### src/rtl/uc_mc_ctrl_pkg.sv
// uc_pkg: shared types and encodings for the multicycle MIPS control unit.
// State enum, opcodes, datapath mux encodings and the control strobe bundle.
package uc_pkg;

  typedef enum logic [5:0] {
    ST_FETCH   = 6'd0,
    ST_FWAIT   = 6'd1,
    ST_IRLOAD  = 6'd2,
    ST_DECODE  = 6'd3,
    ST_REX     = 6'd4,
    ST_RWB     = 6'd5,
    ST_BRANCH  = 6'd6,
    ST_MADDR   = 6'd7,
    ST_MWR     = 6'd8,
    ST_MRD     = 6'd9,
    ST_MRWAIT  = 6'd10,
    ST_MLOAD   = 6'd11,
    ST_MWB     = 6'd12,
    ST_LUI     = 6'd13,
    ST_JUMP    = 6'd14,
    ST_AEX     = 6'd15,
    ST_AWB     = 6'd16,
    ST_JAL     = 6'd17,
    ST_ILLEGAL = 6'd18,
    ST_BREAK   = 6'd19
  } state_t;

  // Opcodes (IR[31:26])
  localparam logic [5:0] OP_RTYPE = 6'h00;
  localparam logic [5:0] OP_J     = 6'h02;
  localparam logic [5:0] OP_JAL   = 6'h03;
  localparam logic [5:0] OP_BEQ   = 6'h04;
  localparam logic [5:0] OP_BNE   = 6'h05;
  localparam logic [5:0] OP_ADDI  = 6'h08;
  localparam logic [5:0] OP_LUI   = 6'h0F;
  localparam logic [5:0] OP_LW    = 6'h23;
  localparam logic [5:0] OP_SW    = 6'h2B;

  // ALUOp
  localparam logic [2:0] ALU_ADD   = 3'b000;
  localparam logic [2:0] ALU_SUB   = 3'b001;
  localparam logic [2:0] ALU_FUNCT = 3'b010;

  // ALUSrcB
  localparam logic [1:0] SRCB_B     = 2'b00;
  localparam logic [1:0] SRCB_4     = 2'b01;
  localparam logic [1:0] SRCB_IMM   = 2'b10;
  localparam logic [1:0] SRCB_IMMSH = 2'b11;

  // PCSource
  localparam logic [1:0] PCSRC_ALUOUT = 2'b01;
  localparam logic [1:0] PCSRC_JUMP   = 2'b10;

  // MemtoReg
  localparam logic [1:0] M2R_ALUOUT = 2'b00;
  localparam logic [1:0] M2R_MDR    = 2'b01;
  localparam logic [1:0] M2R_LUI    = 2'b10;
  localparam logic [1:0] M2R_PC     = 2'b11;

  // RegDst
  localparam logic [1:0] DST_RT = 2'b00;
  localparam logic [1:0] DST_RD = 2'b01;
  localparam logic [1:0] DST_RA = 2'b10;

  // Every datapath strobe and mux select driven by the controller
  typedef struct packed {
    logic       pcwrite;
    logic       iord;
    logic       memwrite;
    logic [1:0] memtoreg;
    logic       irwrite;
    logic [1:0] pcsource;
    logic [2:0] aluop;
    logic       alusrca;
    logic [1:0] alusrcb;
    logic       regwrite;
    logic [1:0] regdst;
    logic       awrite;
    logic       bwrite;
    logic       aluoutload;
    logic       mdrload;
    logic       illegal;
    logic       halted;
  } ctrl_t;

endpackage

### src/rtl/uc_mc_ctrl_wait_cnt.sv
// uc_wait_cnt: memory wait-state counter shared by the fetch and load waits.
// Loaded with the latency, counts down, flags the final wait cycle.
module uc_wait_cnt #(
  parameter int CNT_W = 4
) (
  input  logic             Clk,
  input  logic             Reset,
  input  logic             load,
  input  logic             dec,
  input  logic [CNT_W-1:0] load_val,
  output logic             last
);

  logic [CNT_W-1:0] cnt;

  // Load wins over decrement; saturate at zero so the count never wraps
  always_ff @(posedge Clk or posedge Reset) begin
    if (Reset)                   cnt <= '0;
    else if (load)               cnt <= load_val;
    else if (dec && cnt != '0)   cnt <= cnt - 1'b1;
  end

  assign last = (cnt == CNT_W'(1));

endmodule

### src/rtl/uc_mc_ctrl.sv
// uc_mc_ctrl: parametrised multicycle MIPS control unit.
// MEM_LAT sets memory wait states (must satisfy MEM_LAT < 2**CNT_W).
// Optional macro UC_JAL_EN adds the JAL instruction; otherwise opcode 03 traps.
module uc_mc_ctrl
  import uc_pkg::*;
#(
  parameter int MEM_LAT = 2,
  parameter int CNT_W   = 4
) (
  input  logic       Clk,
  input  logic       Reset,
  input  logic [5:0] Op,
  input  logic       ZeroFlag,
  input  logic       Break,
  output logic       PCWrite,
  output logic       IorD,
  output logic       MemWrite,
  output logic [1:0] MemtoReg,
  output logic       IRWrite,
  output logic [1:0] PCSource,
  output logic [2:0] ALUOp,
  output logic       ALUSrcA,
  output logic [1:0] ALUSrcB,
  output logic       RegWrite,
  output logic [1:0] RegDst,
  output logic       AWrite,
  output logic       BWrite,
  output logic       ALUOutLoad,
  output logic       MDRLoad,
  output logic       Illegal,
  output logic       Halted,
  output logic [5:0] State_out
);

  localparam logic [CNT_W-1:0] LAT = CNT_W'(MEM_LAT);

  state_t state;
  ctrl_t  c;
  ctrl_t  co;
  logic   cnt_load, cnt_dec, cnt_last;

  assign cnt_load = (state == ST_FETCH) || (state == ST_MRD);
  assign cnt_dec  = (state == ST_FWAIT) || (state == ST_MRWAIT);

  uc_wait_cnt #(.CNT_W(CNT_W)) u_wait (
    .Clk      (Clk),
    .Reset    (Reset),
    .load     (cnt_load),
    .dec      (cnt_dec),
    .load_val (LAT),
    .last     (cnt_last)
  );

  // State register: Break overrides any transition; BREAK/ILLEGAL hold until Reset
  always_ff @(posedge Clk or posedge Reset) begin
    if (Reset) begin
      state <= ST_FETCH;
    end else if (Break) begin
      state <= ST_BREAK;
    end else begin
      case (state)
        ST_FETCH:  state <= (MEM_LAT == 0) ? ST_IRLOAD : ST_FWAIT;
        ST_FWAIT:  if (cnt_last) state <= ST_IRLOAD;
        ST_IRLOAD: state <= ST_DECODE;
        ST_DECODE: begin
          case (Op)
            OP_RTYPE:       state <= ST_REX;
            OP_BEQ, OP_BNE: state <= ST_BRANCH;
            OP_LW, OP_SW:   state <= ST_MADDR;
            OP_LUI:         state <= ST_LUI;
            OP_J:           state <= ST_JUMP;
            OP_ADDI:        state <= ST_AEX;
`ifdef UC_JAL_EN
            OP_JAL:         state <= ST_JAL;
`endif
            default:        state <= ST_ILLEGAL;
          endcase
        end
        ST_REX:     state <= ST_RWB;
        ST_RWB:     state <= ST_FETCH;
        ST_BRANCH:  state <= ST_FETCH;
        ST_MADDR:   state <= (Op == OP_LW) ? ST_MRD : ST_MWR;
        ST_MWR:     state <= ST_FETCH;
        ST_MRD:     state <= (MEM_LAT == 0) ? ST_MLOAD : ST_MRWAIT;
        ST_MRWAIT:  if (cnt_last) state <= ST_MLOAD;
        ST_MLOAD:   state <= ST_MWB;
        ST_MWB:     state <= ST_FETCH;
        ST_LUI:     state <= ST_FETCH;
        ST_JUMP:    state <= ST_FETCH;
        ST_AEX:     state <= ST_AWB;
        ST_AWB:     state <= ST_FETCH;
`ifdef UC_JAL_EN
        ST_JAL:     state <= ST_FETCH;
`endif
        ST_BREAK:   state <= ST_BREAK;
        default:    state <= ST_ILLEGAL;
      endcase
    end
  end

  // Moore decode of strobes; branch PCWrite alone looks at ZeroFlag/Op
  always_comb begin
    c = '0;
    case (state)
      ST_FETCH:   begin c.alusrcb = SRCB_4; c.aluoutload = 1'b1; end
      ST_FWAIT:   c.iord = 1'b0;
      ST_IRLOAD:  begin c.irwrite = 1'b1; c.pcwrite = 1'b1; c.pcsource = PCSRC_ALUOUT; end
      ST_DECODE:  begin
        c.awrite = 1'b1; c.bwrite = 1'b1;
        c.alusrcb = SRCB_IMMSH; c.aluoutload = 1'b1;
      end
      ST_REX:     begin c.alusrca = 1'b1; c.aluop = ALU_FUNCT; c.aluoutload = 1'b1; end
      ST_RWB:     begin c.regwrite = 1'b1; c.regdst = DST_RD; end
      ST_BRANCH:  begin
        c.alusrca  = 1'b1;
        c.aluop    = ALU_SUB;
        c.pcsource = PCSRC_ALUOUT;
        c.pcwrite  = ZeroFlag ^ (Op == OP_BNE);
      end
      ST_MADDR:   begin c.alusrca = 1'b1; c.alusrcb = SRCB_IMM; c.aluoutload = 1'b1; end
      ST_MWR:     begin c.iord = 1'b1; c.memwrite = 1'b1; end
      ST_MRD:     c.iord = 1'b1;
      ST_MRWAIT:  c.iord = 1'b1;
      ST_MLOAD:   begin c.iord = 1'b1; c.mdrload = 1'b1; end
      ST_MWB:     begin c.memtoreg = M2R_MDR; c.regwrite = 1'b1; end
      ST_LUI:     begin c.memtoreg = M2R_LUI; c.regwrite = 1'b1; end
      ST_JUMP:    begin c.pcwrite = 1'b1; c.pcsource = PCSRC_JUMP; end
      ST_AEX:     begin c.alusrca = 1'b1; c.alusrcb = SRCB_IMM; c.aluoutload = 1'b1; end
      ST_AWB:     begin c.regwrite = 1'b1; c.regdst = DST_RT; end
`ifdef UC_JAL_EN
      // PC already holds PC+4 from IRLOAD, so $31 gets the return address
      ST_JAL:     begin
        c.pcwrite = 1'b1; c.pcsource = PCSRC_JUMP;
        c.regwrite = 1'b1; c.regdst = DST_RA; c.memtoreg = M2R_PC;
      end
`endif
      ST_ILLEGAL: c.illegal = 1'b1;
      ST_BREAK:   c.halted = 1'b1;
      default:    c = '0;
    endcase
  end

  // Keep every strobe quiet while Reset is held, even though state reads FETCH
  assign co = Reset ? '0 : c;

  assign PCWrite    = co.pcwrite;
  assign IorD       = co.iord;
  assign MemWrite   = co.memwrite;
  assign MemtoReg   = co.memtoreg;
  assign IRWrite    = co.irwrite;
  assign PCSource   = co.pcsource;
  assign ALUOp      = co.aluop;
  assign ALUSrcA    = co.alusrca;
  assign ALUSrcB    = co.alusrcb;
  assign RegWrite   = co.regwrite;
  assign RegDst     = co.regdst;
  assign AWrite     = co.awrite;
  assign BWrite     = co.bwrite;
  assign ALUOutLoad = co.aluoutload;
  assign MDRLoad    = co.mdrload;
  assign Illegal    = co.illegal;
  assign Halted     = co.halted;
  assign State_out  = state;

endmodule

### config.mk
export PLATFORM = sky130hd
export DESIGN_NAME = uc_mc_ctrl
export DESIGN_NICKNAME = d
export VERILOG_FILES = /design/src/rtl/uc_mc_ctrl_pkg.sv /design/src/rtl/uc_mc_ctrl_wait_cnt.sv /design/src/rtl/uc_mc_ctrl.sv
export SDC_FILE = /design/constraint.sdc
export NUM_CORES = 1
export LEC_CHECK = 0
export CAP_MARGIN = 15
export CORE_MARGIN = 2
export CORE_UTILIZATION = 41
export CTS_CLUSTER_DIAMETER = 200
export DETAILED_ROUTE_END_ITERATION = 10
export GPL_ROUTABILITY_DRIVEN = 0
export PLACE_DENSITY = 0.87
export SETUP_SLACK_MARGIN = 0.2
export SLEW_MARGIN = 10
export SYNTH_ARGS = -nofsm -noshare
export SYNTH_HDL_FRONTEND = slang
export SYNTH_HIERARCHICAL = 1
export SYNTH_SLANG_ARGS = --single-unit
### constraint.sdc
create_clock -name Clk -period 2.2 [get_ports Clk]
set_clock_uncertainty 0.15 [all_clocks]
set_input_delay 0.55 -clock Clk [delete_from_list [all_inputs] [get_ports Clk]]
set_output_delay 0.55 -clock Clk [all_outputs]
set_load 0.05 [all_outputs]
==> run metrics, run 1 <==
post-synth cell types 45; clock sink total 9; Post-Synth Adder-Cell Area 2.20%; DIE HEIGHT between 50 and 60 µm; CTS H-tree lvls 1; Synth Area in XOR/XNOR 1.54%; clock root cell clkbuf_4; simple-gate share of the synthesized area 40.7%; Post-synth EDFFs 0; largest net degree at the start of global routing 12; Top FF cell, synth dfrtp_1; Mapped Cells around 160; PortBufs 35; worst endpoint from the post-global-route timing repair ALUOutLoad; Synth area leader dfrtp_1; asr flop ratio synth 100%; maximum clock insertion buffer count 2; Post-Synthesis Cell Area 1140 µm²; CTS buffer count 3; Exit stage global routing; first error [ERROR DPL-0038] Utilization greater than 100%, impossible to legalize; CTS Hold Buffers Added 0; #FFs+latches synth 9; Avg Cell Area, Syn 7.06 µm²; Top-Level Pins 39; die width 56.7 µm; mux cell area share after synthesis 1.87%; complex-gate fraction of the synthesized area 21.3%; Post-DP HPWL 3770 µm; top-area cell type share of the netlist area 19.8%; YS warnings 6; pre-CTS setup slack -0.450 ns; status stopped before the end; Starting Density about 42%; main area contributors after synthesis dfrtp_1, nor4_1, nor3_1, nor2_1, nand2_1; Seq/Total Area, Yosys between 15 and 20%; Worst End Pin Type output port; main combinational cell family by area after synthesis simple AND/OR/NAND/NOR gates; row cnt 19
==> synth_stat cells (2+ instances only) <==
master    number
a21oi_1        7
a221o_1        3
a32oi_1        2
buf_2          3
buf_4          6
buf_6          2
clkbuf_1       4
conb_1         2
dfrtp_1        9
ha_1           2
inv_1         10
nand2_1       14
nand2b_1       5
nand3_1        4
nand4_1        2
nor2_1        16
nor2b_1        3
nor3_1        12
nor3b_1        4
nor4_1        11
o21ai_0       10
o21ai_1        3
o31ai_1        2
or4b_2         3
xor2_1         2
==> cells by family after synthesis <==
group	Yosys count
flops	9
simple gates	82
mux	2
xor+xnor	2
fa+ha+maj	2
buf+inv	25
other cells	2
compound gates	37
==> stage by stage <==
| step | instances | instance area, µm² | setup TNS [ns] | utilization (%) | hold slack (ns) |
|---|---|---|---|---|---|
| floorplan | 166 | 1500 | -0.948 | - | 0.166 |
| global placement | 245 | 2200 | -5.73 | 81.9 | 0.421 |
| detailed placement | 245 | 2200 | -7.26 | 81.9 | 0.471 |
| CTS | 273 | 2600 | -0.641 | 96.8 | 0.229 |
==> repair_timing <==
action	4_1_cts
setup buffers	24
pin swaps	16
gates resized for setup	73
hold endpoints to repair	0
endpoints found under the setup margin	27
==> inputs of run 2 (changes only) <==
Settings changed: CORE_AREA set to 2 2 63 65, CORE_MARGIN 2 to not set, CORE_UTILIZATION 41 to not set, CTS_CLUSTER_DIAMETER 200 to not set, DIE_AREA set to 0 0 65 67, PLACE_DENSITY 0.87 to not set, PLACE_DENSITY_LB_ADDON set to 0.15, SETUP_SLACK_MARGIN 0.2 to not set.
Clock period 2.2 ns to 2.9 ns, I/O delays scaled along.
==> run metrics, run 2 <==
die width 65 µm; pre-CTS setup slack -0.111 ns; Avg Cell Area, Syn 7.06 µm²; worst skew pair latency 0.23 ns; layout cells sized above 1 35.6%; DIE HEIGHT approximately 67 µm; YS warnings 6; gr ovfl total 0; critical path endpoint category output port; final setup violation count 0; DR pass1 iterations 4; Post-Synthesis Cell Area 1140 µm²; Gate power share roughly a fifth; Post-synth EDFFs 0; Largest delay share family, worst path buffers and inverters; Core ar. 3610 µm²; WS Path Type in -> out; status complete, no violations; Via-to-Cell Ratio 5.38; Nets between 200 and 250; Final Hold Vio Count 0; Sw Ratio between 20% and 30%; P_sw 91.4 µW; CTS H-tree lvls 1; min cycle time layout 2.88 ns; #FFs+latches synth 9; Pwr Total 345 µW; asr flop ratio synth 100%; most frequent cells in the layout buf_4, buf_12, nor2_1, nand2_1; Total Routing Usage GR 17.8%; clock sink total 9; Post-DP HPWL 2950 µm; Antenna diodes 0; Hold Crit Class reg -> reg; Synth area leader dfrtp_1; FILL cells 330; clk slew on worst S/H paths 0.04 ns; row cnt 22; max reg flops 5; Starting Density 31.5%; maximum clock insertion buffer count 2; FF+latch area around 230 µm²; IR drop worst, VDD 0.123 mV; P_leak about 0.85 nW; first-pass GRT wire length 6110 µm; multi-input logic area between 800 and 900 µm²; Final Max Tran Viols 0; CP bufs+invs 2; Worst path slowest cell clkdlybuf4s50_1; Startpoint Class primary input; P_int 253 µW; initial DRC count 56; DRC 0; top-area cell type share of the netlist area ~20%; Top-Level Pins 39; Cell Pwr Density 171 nW/µm²; initial antenna violation count 0; Post-synth top cells nor2_1, nand2_1, nor3_1; most common cell after layout, fill and taps aside buf_4; RSZ-0062 raised after global routing yes; Max stage delay on crit path approximately 0.44 ns; WL final between 3000 and 4000 µm; wire length per cell 14.0 µm; total of max-cap violations 0; Seq/Total Area, Yosys between 10% and 20%; Reg power frac 37.0%; Clock Power Share between 40% and 50%; largest net degree at the start of global routing 21; clock root cell clkbuf_8; Slew @ Worst Pin 0.637 ns; CTS Hold Buffers Added 0; number of global-route vias before repair approximately 1.4k; Top FF cell, synth dfrtp_1; DR vias approximately 1.4k; Mapped Cells 161; Worst Path Required 2.03 ns; fin crit share 99.3%; setup slack after layout 0.0213 ns; most frequent cell after synthesis nor2_1; CTS tree built; critical path cell sequence clkdlybuf4s50_1, nor2_2, nand2_2, xor2_2, a211oi_2, buf_12; P&R area growth vs syn 77.0%; Final ANT Viol Nets 0; WP data arrival 2.00 ns; post-synth cell types 45; CTS buffer count 3; fmax 347 MHz; Worst slew margin 57.5%; main area contributors after synthesis dfrtp_1, nor4_1, nor3_1, nor2_1, nand2_1; die area 4360 µm²; Critical Path Fanout Max 2; PortBufs 35
run 2: cell counts after synthesis:
Identical to the previous run, type by type.
run 2: tightest hold or removal path: cells and delay by family, from the launching register on:
family	cells	cell delay (ns)
AO/OA/AOI/OAI	2	0.19
flip-flops	1	0.38
run 2: final cells by class:
cell class | instances | area share [%]
Timing Repair Buffer | 61 | 37.4
Tap cell | 48 | 2.98
Clock buffer | 4 | 2.24
Inverter | 10 | 1.86
Multi-Input combinational cell | 132 | 44.3
Sequential cell | 9 | 11.2
run 2: metrics by stage:
| step | util, % | cells | area [µm²] | hold slack [ns] | setup TNS (ns) |
|---|---|---|---|---|---|
| after floorplan | - | 166 | 1210 | 0.341 | -2.28 |
| after global placement | 53.4 | 260 | 1930 | 0.418 | -0.132 |
| after detailed placement | 53.4 | 260 | 1930 | 0.446 | -0.111 |
| after CTS | 54.9 | 264 | 1980 | 0.463 | 0 |
| after global routing | 55.8 | 264 | 2010 | 0.470 | -0.0249 |
| final | 55.8 | 264 | 2010 | 0.461 | 0 |
run 2: kinds of logic after synthesis:
group / Yosys count / synth area share [%]
buf+inv: 25 / 11.9
flops: 9 / 19.8
xor+xnor: 2 / 1.54
other cells: 2 / 0.660
compound gates: 37 / 21.3
fa+ha+maj: 2 / 2.20
simple gates: 82 / 40.7
mux: 2 / 1.87
run 2: path summary, 6_finish.rpt:
path | to | startpoint | cells past startpoint | slack, ns
max in group asynchronous | State_out[3] | Reset | 4 | 1.92
hold / removal | u_wait/cnt[1] | u_wait/cnt[1] | 2 | 0.46
min in group asynchronous | u_wait/cnt[0] | Reset | 3 | 0.47
setup / recovery | PCWrite | Op[4] | 6 | 0.02
setup reg to reg | u_wait/cnt[3] | State_out[0] | 6 | 0.39
hold reg to reg | u_wait/cnt[1] | u_wait/cnt[1] | 2 | 0.46
run 2: layer usage:
layer	vias to the layer above	share of wire, %	track usage [%]
li1	691	-	-
met1	679	44	22.8
met2	50	50	31.2
met3	0	5.4	2.70
met4	0	0	4.26
met5	-	0	0
run 2: power groups by stage:
stage / registers [mW] / clock network (mW) / logic [mW]
final: 0.128 / 0.146 / 0.0708
after detailed placement: 0.130 / 0 / 0.0695
after global placement: 0.129 / 0 / 0.0677
after CTS: 0.128 / 0.147 / 0.0693
after floorplan: 0.129 / 0 / 0.0359
after global routing: 0.128 / 0.155 / 0.0758
run 2: what timing repair did:
item | in CTS | in global routing
endpoints found under the setup margin | 1 | 9
buffers inserted | 0 | 0
pin swaps | 2 | 2
resized for setup | 7 | 9
Power figures use the tool's default switching activity.
==> inputs of run 3 (changes only) <==
Settings changed: ABC_CLOCK_PERIOD_IN_PS set to 2900.
==> results of run 3 <==
Same layout as run 2: the final DEF is identical, and so are final timing and power.
